$ cat src/rtl/r_instr_encoder_pkg.sv
// r_instr_encoder_pkg: shared R-type opcode/funct constants and drain FSM states
package r_instr_encoder_pkg;
  localparam logic [2:0] AOP_AND  = 3'b000;
  localparam logic [2:0] AOP_OR   = 3'b001;
  localparam logic [2:0] AOP_XOR  = 3'b010;
  localparam logic [2:0] AOP_NOR  = 3'b011;
  localparam logic [2:0] AOP_ADD  = 3'b100;
  localparam logic [2:0] AOP_SUB  = 3'b101;
  localparam logic [2:0] AOP_SLTU = 3'b110;
  localparam logic [2:0] AOP_SLLV = 3'b111;
  localparam logic [5:0] FN_ADD  = 6'b100000;
  localparam logic [5:0] FN_SUB  = 6'b100010;
  localparam logic [5:0] FN_AND  = 6'b100100;
  localparam logic [5:0] FN_OR   = 6'b100101;
  localparam logic [5:0] FN_XOR  = 6'b100110;
  localparam logic [5:0] FN_NOR  = 6'b100111;
  localparam logic [5:0] FN_SLTU = 6'b101011;
  localparam logic [5:0] FN_SLLV = 6'b000100;
  localparam logic [5:0] OP_RTYPE = 6'b000000;
  typedef enum logic [1:0] {S_IDLE, S_WRITE, S_STALL} drain_t;
endpackage

$ cat src/rtl/r_instr_encoder_if.sv
// r_instr_encoder_if: encode request handshake plus instruction-memory write bus
interface r_instr_encoder_if #(parameter int AW = 6);
  logic          req_valid;
  logic          req_ready;
  logic [2:0]    req_aop;
  logic [4:0]    req_rs;
  logic [4:0]    req_rt;
  logic [4:0]    req_rd;
  logic          base_load;
  logic [AW-1:0] base_addr;
  logic          imem_busy;
  logic          imem_we;
  logic [AW-1:0] imem_addr;
  logic [31:0]   imem_wdata;
  modport master (
    output req_valid, req_aop, req_rs, req_rt, req_rd, base_load, base_addr, imem_busy,
    input  req_ready, imem_we, imem_addr, imem_wdata
  );
  modport slave (
    input  req_valid, req_aop, req_rs, req_rt, req_rd, base_load, base_addr, imem_busy,
    output req_ready, imem_we, imem_addr, imem_wdata
  );
endinterface

$ cat src/rtl/r_instr_encoder_sync_fifo.sv
// sync_fifo: single-clock FIFO with wrap-bit pointers, show-ahead read data
module sync_fifo #(
  parameter int WIDTH = 32,
  parameter int DEPTH = 4
) (
  input  logic             clk,
  input  logic             rst,
  input  logic             push,
  input  logic [WIDTH-1:0] din,
  input  logic             pop,
  output logic [WIDTH-1:0] dout,
  output logic             full,
  output logic             empty
);
  localparam int PW = $clog2(DEPTH);
  logic [WIDTH-1:0] mem [DEPTH];
  logic [PW:0] wp, rp;
  assign empty = wp == rp;
  assign full  = (wp[PW] != rp[PW]) && (wp[PW-1:0] == rp[PW-1:0]);
  assign dout  = mem[rp[PW-1:0]];
  always_ff @(posedge clk)
    if (push && !full) mem[wp[PW-1:0]] <= din;
  always_ff @(posedge clk) begin
    if (rst) begin
      wp <= '0;
      rp <= '0;
    end else begin
      if (push && !full) wp <= wp + 1'b1;
      if (pop && !empty) rp <= rp + 1'b1;
    end
  end
endmodule

$ cat src/rtl/r_instr_encoder.sv
// r_instr_encoder: encodes ALU op requests into MIPS R-type words and streams them into imem
module r_instr_encoder
  import r_instr_encoder_pkg::*;
#(
  parameter int AW    = 6,
  parameter int DEPTH = 4
) (
  input  logic                  clk,
  input  logic                  rst,
  r_instr_encoder_if.slave      bus,
  output logic [7:0]            wr_count,
  output logic                  idle
);
  logic [5:0]    funct;
  logic [31:0]   word, head;
  logic          push, pop, full, empty;
  logic [AW-1:0] ptr;
  drain_t        state, next;
  always_comb begin
    funct = FN_SLLV;
    case (bus.req_aop)
      AOP_AND:  funct = FN_AND;
      AOP_OR:   funct = FN_OR;
      AOP_XOR:  funct = FN_XOR;
      AOP_NOR:  funct = FN_NOR;
      AOP_ADD:  funct = FN_ADD;
      AOP_SUB:  funct = FN_SUB;
      AOP_SLTU: funct = FN_SLTU;
      AOP_SLLV: funct = FN_SLLV;
    endcase
  end
  assign word = {OP_RTYPE, bus.req_rs, bus.req_rt, bus.req_rd, 5'b00000, funct};
  assign push = bus.req_valid && !full;
  sync_fifo #(.WIDTH(32), .DEPTH(DEPTH)) u_fifo (
    .clk(clk), .rst(rst), .push(push), .din(word), .pop(pop),
    .dout(head), .full(full), .empty(empty)
  );
  // state names what the write port does this cycle: S_WRITE is the imem_we pulse
  always_ff @(posedge clk)
    if (rst) state <= S_IDLE;
    else state <= next;
  always_comb next = empty ? S_IDLE : bus.imem_busy ? S_STALL : S_WRITE;
  always_comb begin
    pop           = next == S_WRITE;
    bus.imem_we   = state == S_WRITE;
    bus.req_ready = !full;
    idle          = empty && state != S_WRITE;
  end
  always_ff @(posedge clk) begin
    if (rst) begin
      ptr            <= '0;
      bus.imem_addr  <= '0;
      bus.imem_wdata <= '0;
      wr_count       <= '0;
    end else if (pop) begin
      ptr            <= ptr + 1'b1;
      bus.imem_addr  <= ptr;
      bus.imem_wdata <= head;
      wr_count       <= (wr_count == 8'hff) ? wr_count : wr_count + 8'd1;
    end else if (empty && bus.base_load) begin
      ptr <= bus.base_addr;
    end
  end
endmodule
$ cat src/flat_wrapper.sv
// flat-port wrapper written by rule: the top's interface ports become plain ports
module r_instr_encoder_flat import r_instr_encoder_pkg::*;
#(
  parameter int AW    = 6,
  parameter int DEPTH = 4
)
  (clk, rst, wr_count, idle, bus_req_valid, bus_req_aop, bus_req_rs, bus_req_rt, bus_req_rd, bus_base_load, bus_base_addr, bus_imem_busy, bus_req_ready, bus_imem_we, bus_imem_addr, bus_imem_wdata);
  r_instr_encoder_if #(.AW(AW)) bus_i ();
  input  logic clk;
  input  logic rst;
  output logic [7:0] wr_count;
  output logic idle;
  input wire logic [$bits(bus_i.req_valid)-1:0] bus_req_valid;
  input wire logic [$bits(bus_i.req_aop)-1:0] bus_req_aop;
  input wire logic [$bits(bus_i.req_rs)-1:0] bus_req_rs;
  input wire logic [$bits(bus_i.req_rt)-1:0] bus_req_rt;
  input wire logic [$bits(bus_i.req_rd)-1:0] bus_req_rd;
  input wire logic [$bits(bus_i.base_load)-1:0] bus_base_load;
  input wire logic [$bits(bus_i.base_addr)-1:0] bus_base_addr;
  input wire logic [$bits(bus_i.imem_busy)-1:0] bus_imem_busy;
  output wire logic [$bits(bus_i.req_ready)-1:0] bus_req_ready;
  output wire logic [$bits(bus_i.imem_we)-1:0] bus_imem_we;
  output wire logic [$bits(bus_i.imem_addr)-1:0] bus_imem_addr;
  output wire logic [$bits(bus_i.imem_wdata)-1:0] bus_imem_wdata;
  assign bus_i.req_valid = bus_req_valid;
  assign bus_i.req_aop = bus_req_aop;
  assign bus_i.req_rs = bus_req_rs;
  assign bus_i.req_rt = bus_req_rt;
  assign bus_i.req_rd = bus_req_rd;
  assign bus_i.base_load = bus_base_load;
  assign bus_i.base_addr = bus_base_addr;
  assign bus_i.imem_busy = bus_imem_busy;
  assign bus_req_ready = bus_i.req_ready;
  assign bus_imem_we = bus_i.imem_we;
  assign bus_imem_addr = bus_i.imem_addr;
  assign bus_imem_wdata = bus_i.imem_wdata;
  r_instr_encoder #(.AW(AW), .DEPTH(DEPTH)) u_core (.clk(clk), .rst(rst), .bus(bus_i), .wr_count(wr_count), .idle(idle));
endmodule
$ cat config.mk
export PLATFORM = sky130hd
export DESIGN_NAME = r_instr_encoder_flat
export DESIGN_NICKNAME = d
export VERILOG_FILES = /design/src/rtl/r_instr_encoder_pkg.sv /design/src/rtl/r_instr_encoder_if.sv /design/src/rtl/r_instr_encoder_sync_fifo.sv /design/src/rtl/r_instr_encoder.sv /design/src/flat_wrapper.sv
export SDC_FILE = /design/constraint.sdc
export NUM_CORES = 1
export LEC_CHECK = 0
export BUFFER_PORTS_ARGS = -buffer_cell sky130_fd_sc_hd__buf_4
export CORE_ASPECT_RATIO = 1.4
export CORE_MARGIN = 5
export CORE_UTILIZATION = 64
export DETAILED_ROUTE_END_ITERATION = 10
export PLACE_DENSITY = 0.95
export SLEW_MARGIN = 15
export SYNTH_ARGS = -nofsm -noshare
export SYNTH_HDL_FRONTEND = slang
export SYNTH_HIERARCHICAL = 1
export SYNTH_SLANG_ARGS = --single-unit
$ cat constraint.sdc
create_clock -name clk -period 9.1 [get_ports clk]
set_input_delay 0.455 -clock clk [delete_from_list [all_inputs] [get_ports clk]]
set_output_delay 0.455 -clock clk [all_outputs]
set_load 0.005 [all_outputs]
### Word-level counts from Yosys, hierarchy flattened

Memory sizes are Yosys's and may differ from the RTL's. A register that Yosys moved wholly into a read port is not among the register bits.
Index checks and enable logic that the tools add are counted.
W data, S select, Z words.

* bits in registers: 60
* memory bits (read-only): 40
* input port bits: 29
* bits in writable memories: 84
* output and inout bits: 49
* memories kept: 2

Memory list
* u_core.u_fifo.mem: words 4, width 21, read ports 1, clocked after memory_dff 1, write ports 1, line r_instr_encoder_sync_fifo.sv:16 `logic [WIDTH-1:0] mem [DEPTH];`
* (name not given): words 8, width 5, read ports 1, clocked after memory_dff 0, write ports 0, line r_instr_encoder.sv:21 `case (bus.req_aop)`

* mux-type cells: 6
* equality and inequality tests: 7
* add/sub/neg operators: 4
* reduce and logical (&&, ||, !) cells: 10
* bitwise operators: 1

Operator list (count)
* $mux W6: 2
* $add A8 B1 Y8 const B: 1
* $eq A8 B8 Y1 const B: 1
* $add A3 B1 Y3 const B: 2
* $add A6 B1 Y6 const B: 1
* $logic_and A1 B1 Y1: 6
* $eq A2 B1 Y1 const B: 2
* $mux W2: 2
* $eq A3 B3 Y1: 1
* $eq A2 B2 Y1: 1
* $logic_not A1 Y1: 2
* $mux W1: 2
* $ne A2 B1 Y1 const B: 1
* $reduce_and A2 Y1: 1
* $reduce_bool A2 Y1: 1
* $ne A1 B1 Y1: 1
* $not A1 Y1: 1

### Logic depth before layout (Yosys ltp)

* word-level depth: 7
* gate-level depth with buffers: 10
* depth with buffers taken out: 8

### Modules after synthesis

The synthesis kept the hierarchy.

Modules (own cells, without submodules)
* sync_fifo: cells an instance 235, times used 1, seq. area each 4003.8 um^2, area each 5177.5 um^2
* r_instr_encoder: cells an instance 267, times used 1, seq. area each 1081.0 um^2, area each 2165.8 um^2

### Least setup slack after synthesis

OpenSTA, ideal clock, no wires.

* path kind: register to register
* start: register u_core.u_fifo.rp[1]
* end: memory u_core/u_fifo/mem[3][0] (netlist name), enable pin
* arrival time: 2.927 ns
* path slack: 5.732 ns
* stages on the path, launching flop included: 8
* path through: dfxtp_1 > clkbuf_4 > xnor2_1 > nand2_1 > nor2_1 > nor2b_1 > nand2_1 > a31oi_1

* word-level cells in the longest chain between the ends: 7

Ends and longest elaborated chain
* start, declared: line r_instr_encoder_sync_fifo.sv:17 `logic [PW:0] wp, rp;`
* start signal, assigned: line r_instr_encoder_sync_fifo.sv:29 `if (pop && !empty) rp <= rp + 1'b1;`
* $eq A2 B2 Y1: line r_instr_encoder_sync_fifo.sv:19 `assign full = (wp[PW] != rp[PW]) && (wp[PW-1:0] == rp[PW-1:0]);`
* $logic_and A1 B1 Y1: line r_instr_encoder_sync_fifo.sv:19
* net u_core.full: line r_instr_encoder.sv:16 `logic push, pop, full, empty;`
* $logic_not A1 Y1: line r_instr_encoder.sv:33 `assign push = bus.req_valid && !full;`
* $logic_and A1 B1 Y1: line r_instr_encoder.sv:33
* net u_core.push: line r_instr_encoder.sv:16
* $logic_and A1 B1 Y1: line r_instr_encoder_sync_fifo.sv:22 `if (push && !full) mem[wp[PW-1:0]] <= din;`
* $mux W1: line r_instr_encoder_sync_fifo.sv:22
* $mux W1 (implied by the code): line r_instr_encoder_sync_fifo.sv:22
* end, declared: line r_instr_encoder_sync_fifo.sv:16

The timed path passes the listed nets, and every way through them passes these cells.

### Final worst setup path

* start: register u_core.u_fifo.wp[0]
* end: register u_core.u_fifo.rp[0]

* word-level cells in the longest chain between the ends: 4
* elaborated cells between the ends (all ways): 5
* classes of those cells: eq/ne: 2; mux: 1; reduce/logical: 2

Ends and longest elaborated chain
* start, declared: line r_instr_encoder_sync_fifo.sv:17
* start signal, assigned: line r_instr_encoder_sync_fifo.sv:28 `if (push && !full) wp <= wp + 1'b1;`
* $eq A3 B3 Y1 (*): line r_instr_encoder_sync_fifo.sv:18 `assign empty = wp == rp;`
* net u_core.empty: line r_instr_encoder.sv:16
* $mux W2: line r_instr_encoder.sv:42 `always_comb next = empty ? S_IDLE : bus.imem_busy ? S_STALL : S_WRITE;`
* $eq A2 B1 Y1: line r_instr_encoder.sv:44 `pop = next == S_WRITE;`
* $logic_and A1 B1 Y1 (*): line r_instr_encoder_sync_fifo.sv:29

The timed path passes the listed nets; every way through them passes the cells marked *.
A chain may end at the register's enable or synchronous reset.

==> results_dict.tcl <==
set metrics [dict create \
    run_status "finished, final reports clean" \
    global_route.usage.total 0.246 \
    max_slew.worst_pin.slew_ps 926 \
    area_of_the_core_um2 11300 \
    post_route_cells_drive_above_1_share 0.239 \
    setup_fix_buffers_added_after_clock_tree_synthesis 0 \
    worst_hold_path_type "in -> reg" \
    synth.top_cell.area_share 0.523 \
    clk_latency_ps 420 \
    fin_cells 781 \
    max_cap_violations 0 \
    finalWeightedCongestion 0.869 \
    clock_skew_ps 6.27 \
    num_rows 46 \
    die_extent_in_x_um 101 \
    cts_tree "yes" \
    final-setup-viol-count 0 \
    synthTopCellsByCount "edfxtp_1 (128), nand2_1 (95), dfxtp_1 (62)" \
    finalWirelength_um 15600 \
    syn_area_um2 7340 \
    root_buffer "clkbuf_16" \
    grt_max_degree 64 \
    dp_hpwl_um 9510 \
    clockBufferDepth 2 \
    worst-setup-path-type "reg -> reg" \
    critPathLaunchType "register" \
    detail_route.iter0.violations 350 \
    final_period_minus_worst_setup_slack_ps 3850 \
    number_of_enable_flip_flop_cells_after_synthesis 128 \
    ir_worst_vdd_uv 214 \
    global_route_wire_length_before_repair_um 25300 \
    drtPass1Iterations 5 \
    grt_antenna_before_repair 0 \
    ys.warnings.count 6 \
    dieHeight_um 137 \
    grt_overflow_total 0 \
    grt_pass1_vias 4846 \
    slew_headroom 0.382 \
    clock_slew_at_reported_path_ffs_ps 70 \
    hold_violations 0 \
    drc 0 \
    postSynthRegisterBits 190 \
    htree_num_levels 4 \
    seq_area_frac_synth 0.692 \
    worst-endpoint-required_ps 9390 \
    i_o_pin_total 78 \
    cts_hold_repair.buffers 0 \
    detail_route.vias_per_cell 5.90 \
    nNetsFinal 663 \
    synth_most_common_cell "edfxtp_1" \
    floorplan.die_area_um2 13700 \
    share_of_the_clock_period_used_by_the_worst_path_after_layout 0.423 \
    cellLeakagePower_nw 3.10 \
    synth.avg_cell_area_um2 14.6 \
    timing.critical_path.to_type "register" \
    critPathArrivalTime_ps 4150 \
    rsz_0062_raised_after_global_routing "no" \
    clkSinkCount 190 \
    synth_ff_type "edfxtp_1" \
    cp_max_fo 49 \
    yosys-top-cells-area "edfxtp_1 (52%), dfxtp_1 (17%), mux4_2 (9.8%)" \
    areaGrowthSynthToFinish_pct 19.0 \
    placed_cells_incl_taps 749 \
    cts-buffers-inserted 17 \
    route.vias.total 4609 \
    power-per-cell-area_nw_per_um2 272 \
    routedWlPerCell_um 20.0 \
    starting_density_of_the_core 0.651 \
    yosysUniqueCellTypes 50 \
    netlist_instances 502 \
    insertedDiodeCount 0 \
    placement.io_buffers 77 \
    post-synth-top-area-cell "edfxtp_1" \
    ant_nets 0 \
    count_of_cells_resized_by_post_cts_repair 0 \
    max_freq_ghz 0.259 \
    synth-async-reset-ratio 0 \
    drv_slew 0 \
    final.setup.tns_ps 0 \
]
[state kept, by name, summed over array words and instances, names as in the netlist, named ones only]
signal                 cells
u_core/bus.imem_wdata     32
u_core/ptr                 6
u_core/u_fifo/mem        128
u_core/wr_count            8
u_core/u_fifo/wp           3
u_core/bus.imem_addr       6
u_core/u_fifo/rp           3
u_core/state               2
[power by group]
| part | switching, mW | total (mW) | internal (mW) |
|---|---|---|---|
| sequential | 0.0833 | 1.17 | 1.09 |
| clock | 0.317 | 0.673 | 0.356 |
| combinational | 0.311 | 0.534 | 0.223 |
| total | 0.711 | 2.38 | 1.66 |
[path summary, 6_finish.rpt]
| check | start | endpoint | slack, ps | depth (start not counted) |
|---|---|---|---|---|
| setup / recovery | u_core/u_fifo/wp[0]$_SDFFE_PP0P_ | u_core/u_fifo/rp[0]$_SDFFE_PP0P_ | 5250 | 9 |
| hold / removal | bus_req_rs[1] | u_core/u_fifo/mem[0][22]$_DFFE_PP_ | 230 | 1 |
| setup reg to reg | u_core/u_fifo/wp[0]$_SDFFE_PP0P_ | u_core/u_fifo/rp[0]$_SDFFE_PP0P_ | 5250 | 9 |
| hold reg to reg | u_core/bus.imem_wdata[28]$_SDFFE_PP0P_ | u_core/bus.imem_wdata[28]$_SDFFE_PP0P_ | 460 | 2 |
[cell type report]
cell class / count / area [µm²]
Inverter: 9 / 33.8
Multi-Input combinational cell: 325 / 2290
Fill cell: 641 / 2540
Sequential cell: 190 / 5090
Clock inverter: 13 / 108
Tap cell: 144 / 180
Clock buffer: 19 / 433
Timing Repair Buffer: 81 / 608
[cell families after synthesis]
logic type / synth area share
other: 0.000511
and+or+nand+nor: 0.0910
AOI/OAI and AO/OA: 0.0688
xor gates and xnor gates: 0.00716
DFF: 0.692
adders and majority gates: 0.0170
buffers and inverters: 0.0220
muxes: 0.101
[through the flow]
step	worst slack [ps]	total power [mW]	cell area (µm²)	util	hold WS [ps]
after floorplan	5730	1.50	7520	-	437
after global placement	5670	1.67	8200	0.727	446
after detailed placement	5410	1.71	8200	0.727	450
after CTS	5310	2.39	8740	0.775	214
after global routing	4890	2.49	8740	0.775	208
final	5250	2.38	8740	0.775	231
[placed cells by master (no fill, tap or decap), types with 4 or more instances in the layout]
cell type | synthesis | layout
nor2b_1 | 5 | 5
inv_6 | 0 | 5
inv_1 | 8 | 8
nand2_1 | 95 | 95
nor2_1 | 7 | 7
buf_4 | 0 | 81
ha_1 | 10 | 10
clkinvlp_4 | 0 | 4
a21oi_1 | 43 | 43
clkbuf_16 | 0 | 17
edfxtp_1 | 128 | 128
dfxtp_1 | 62 | 61
mux4_2 | 32 | 32
nand3_1 | 7 | 7
o21ai_0 | 6 | 6
nor3b_1 | 6 | 6
o211ai_1 | 6 | 6
conb_1 | 1 | 48
a31oi_1 | 11 | 10
[metal layers]
layer  share of wire  vias to the layer above  track usage
met5               0                        -            0
met4           0.032                        0        0.110
met3           0.068                       48       0.0643
met2            0.54                      224        0.423
met1            0.36                     2248        0.288
li1                -                     2089            -
[worst max-delay path, cell delays in order, from the launching register on]
cell      delay [ps]
dfxtp_1          390
xnor2_1          650
nand2_1          310
nor2_1           440
or2_4            560
clkinv_1         410
buf_4            380
nor3b_1          220
a21oi_1          220
o211ai_1         110
(Power assumes the default switching activity.)
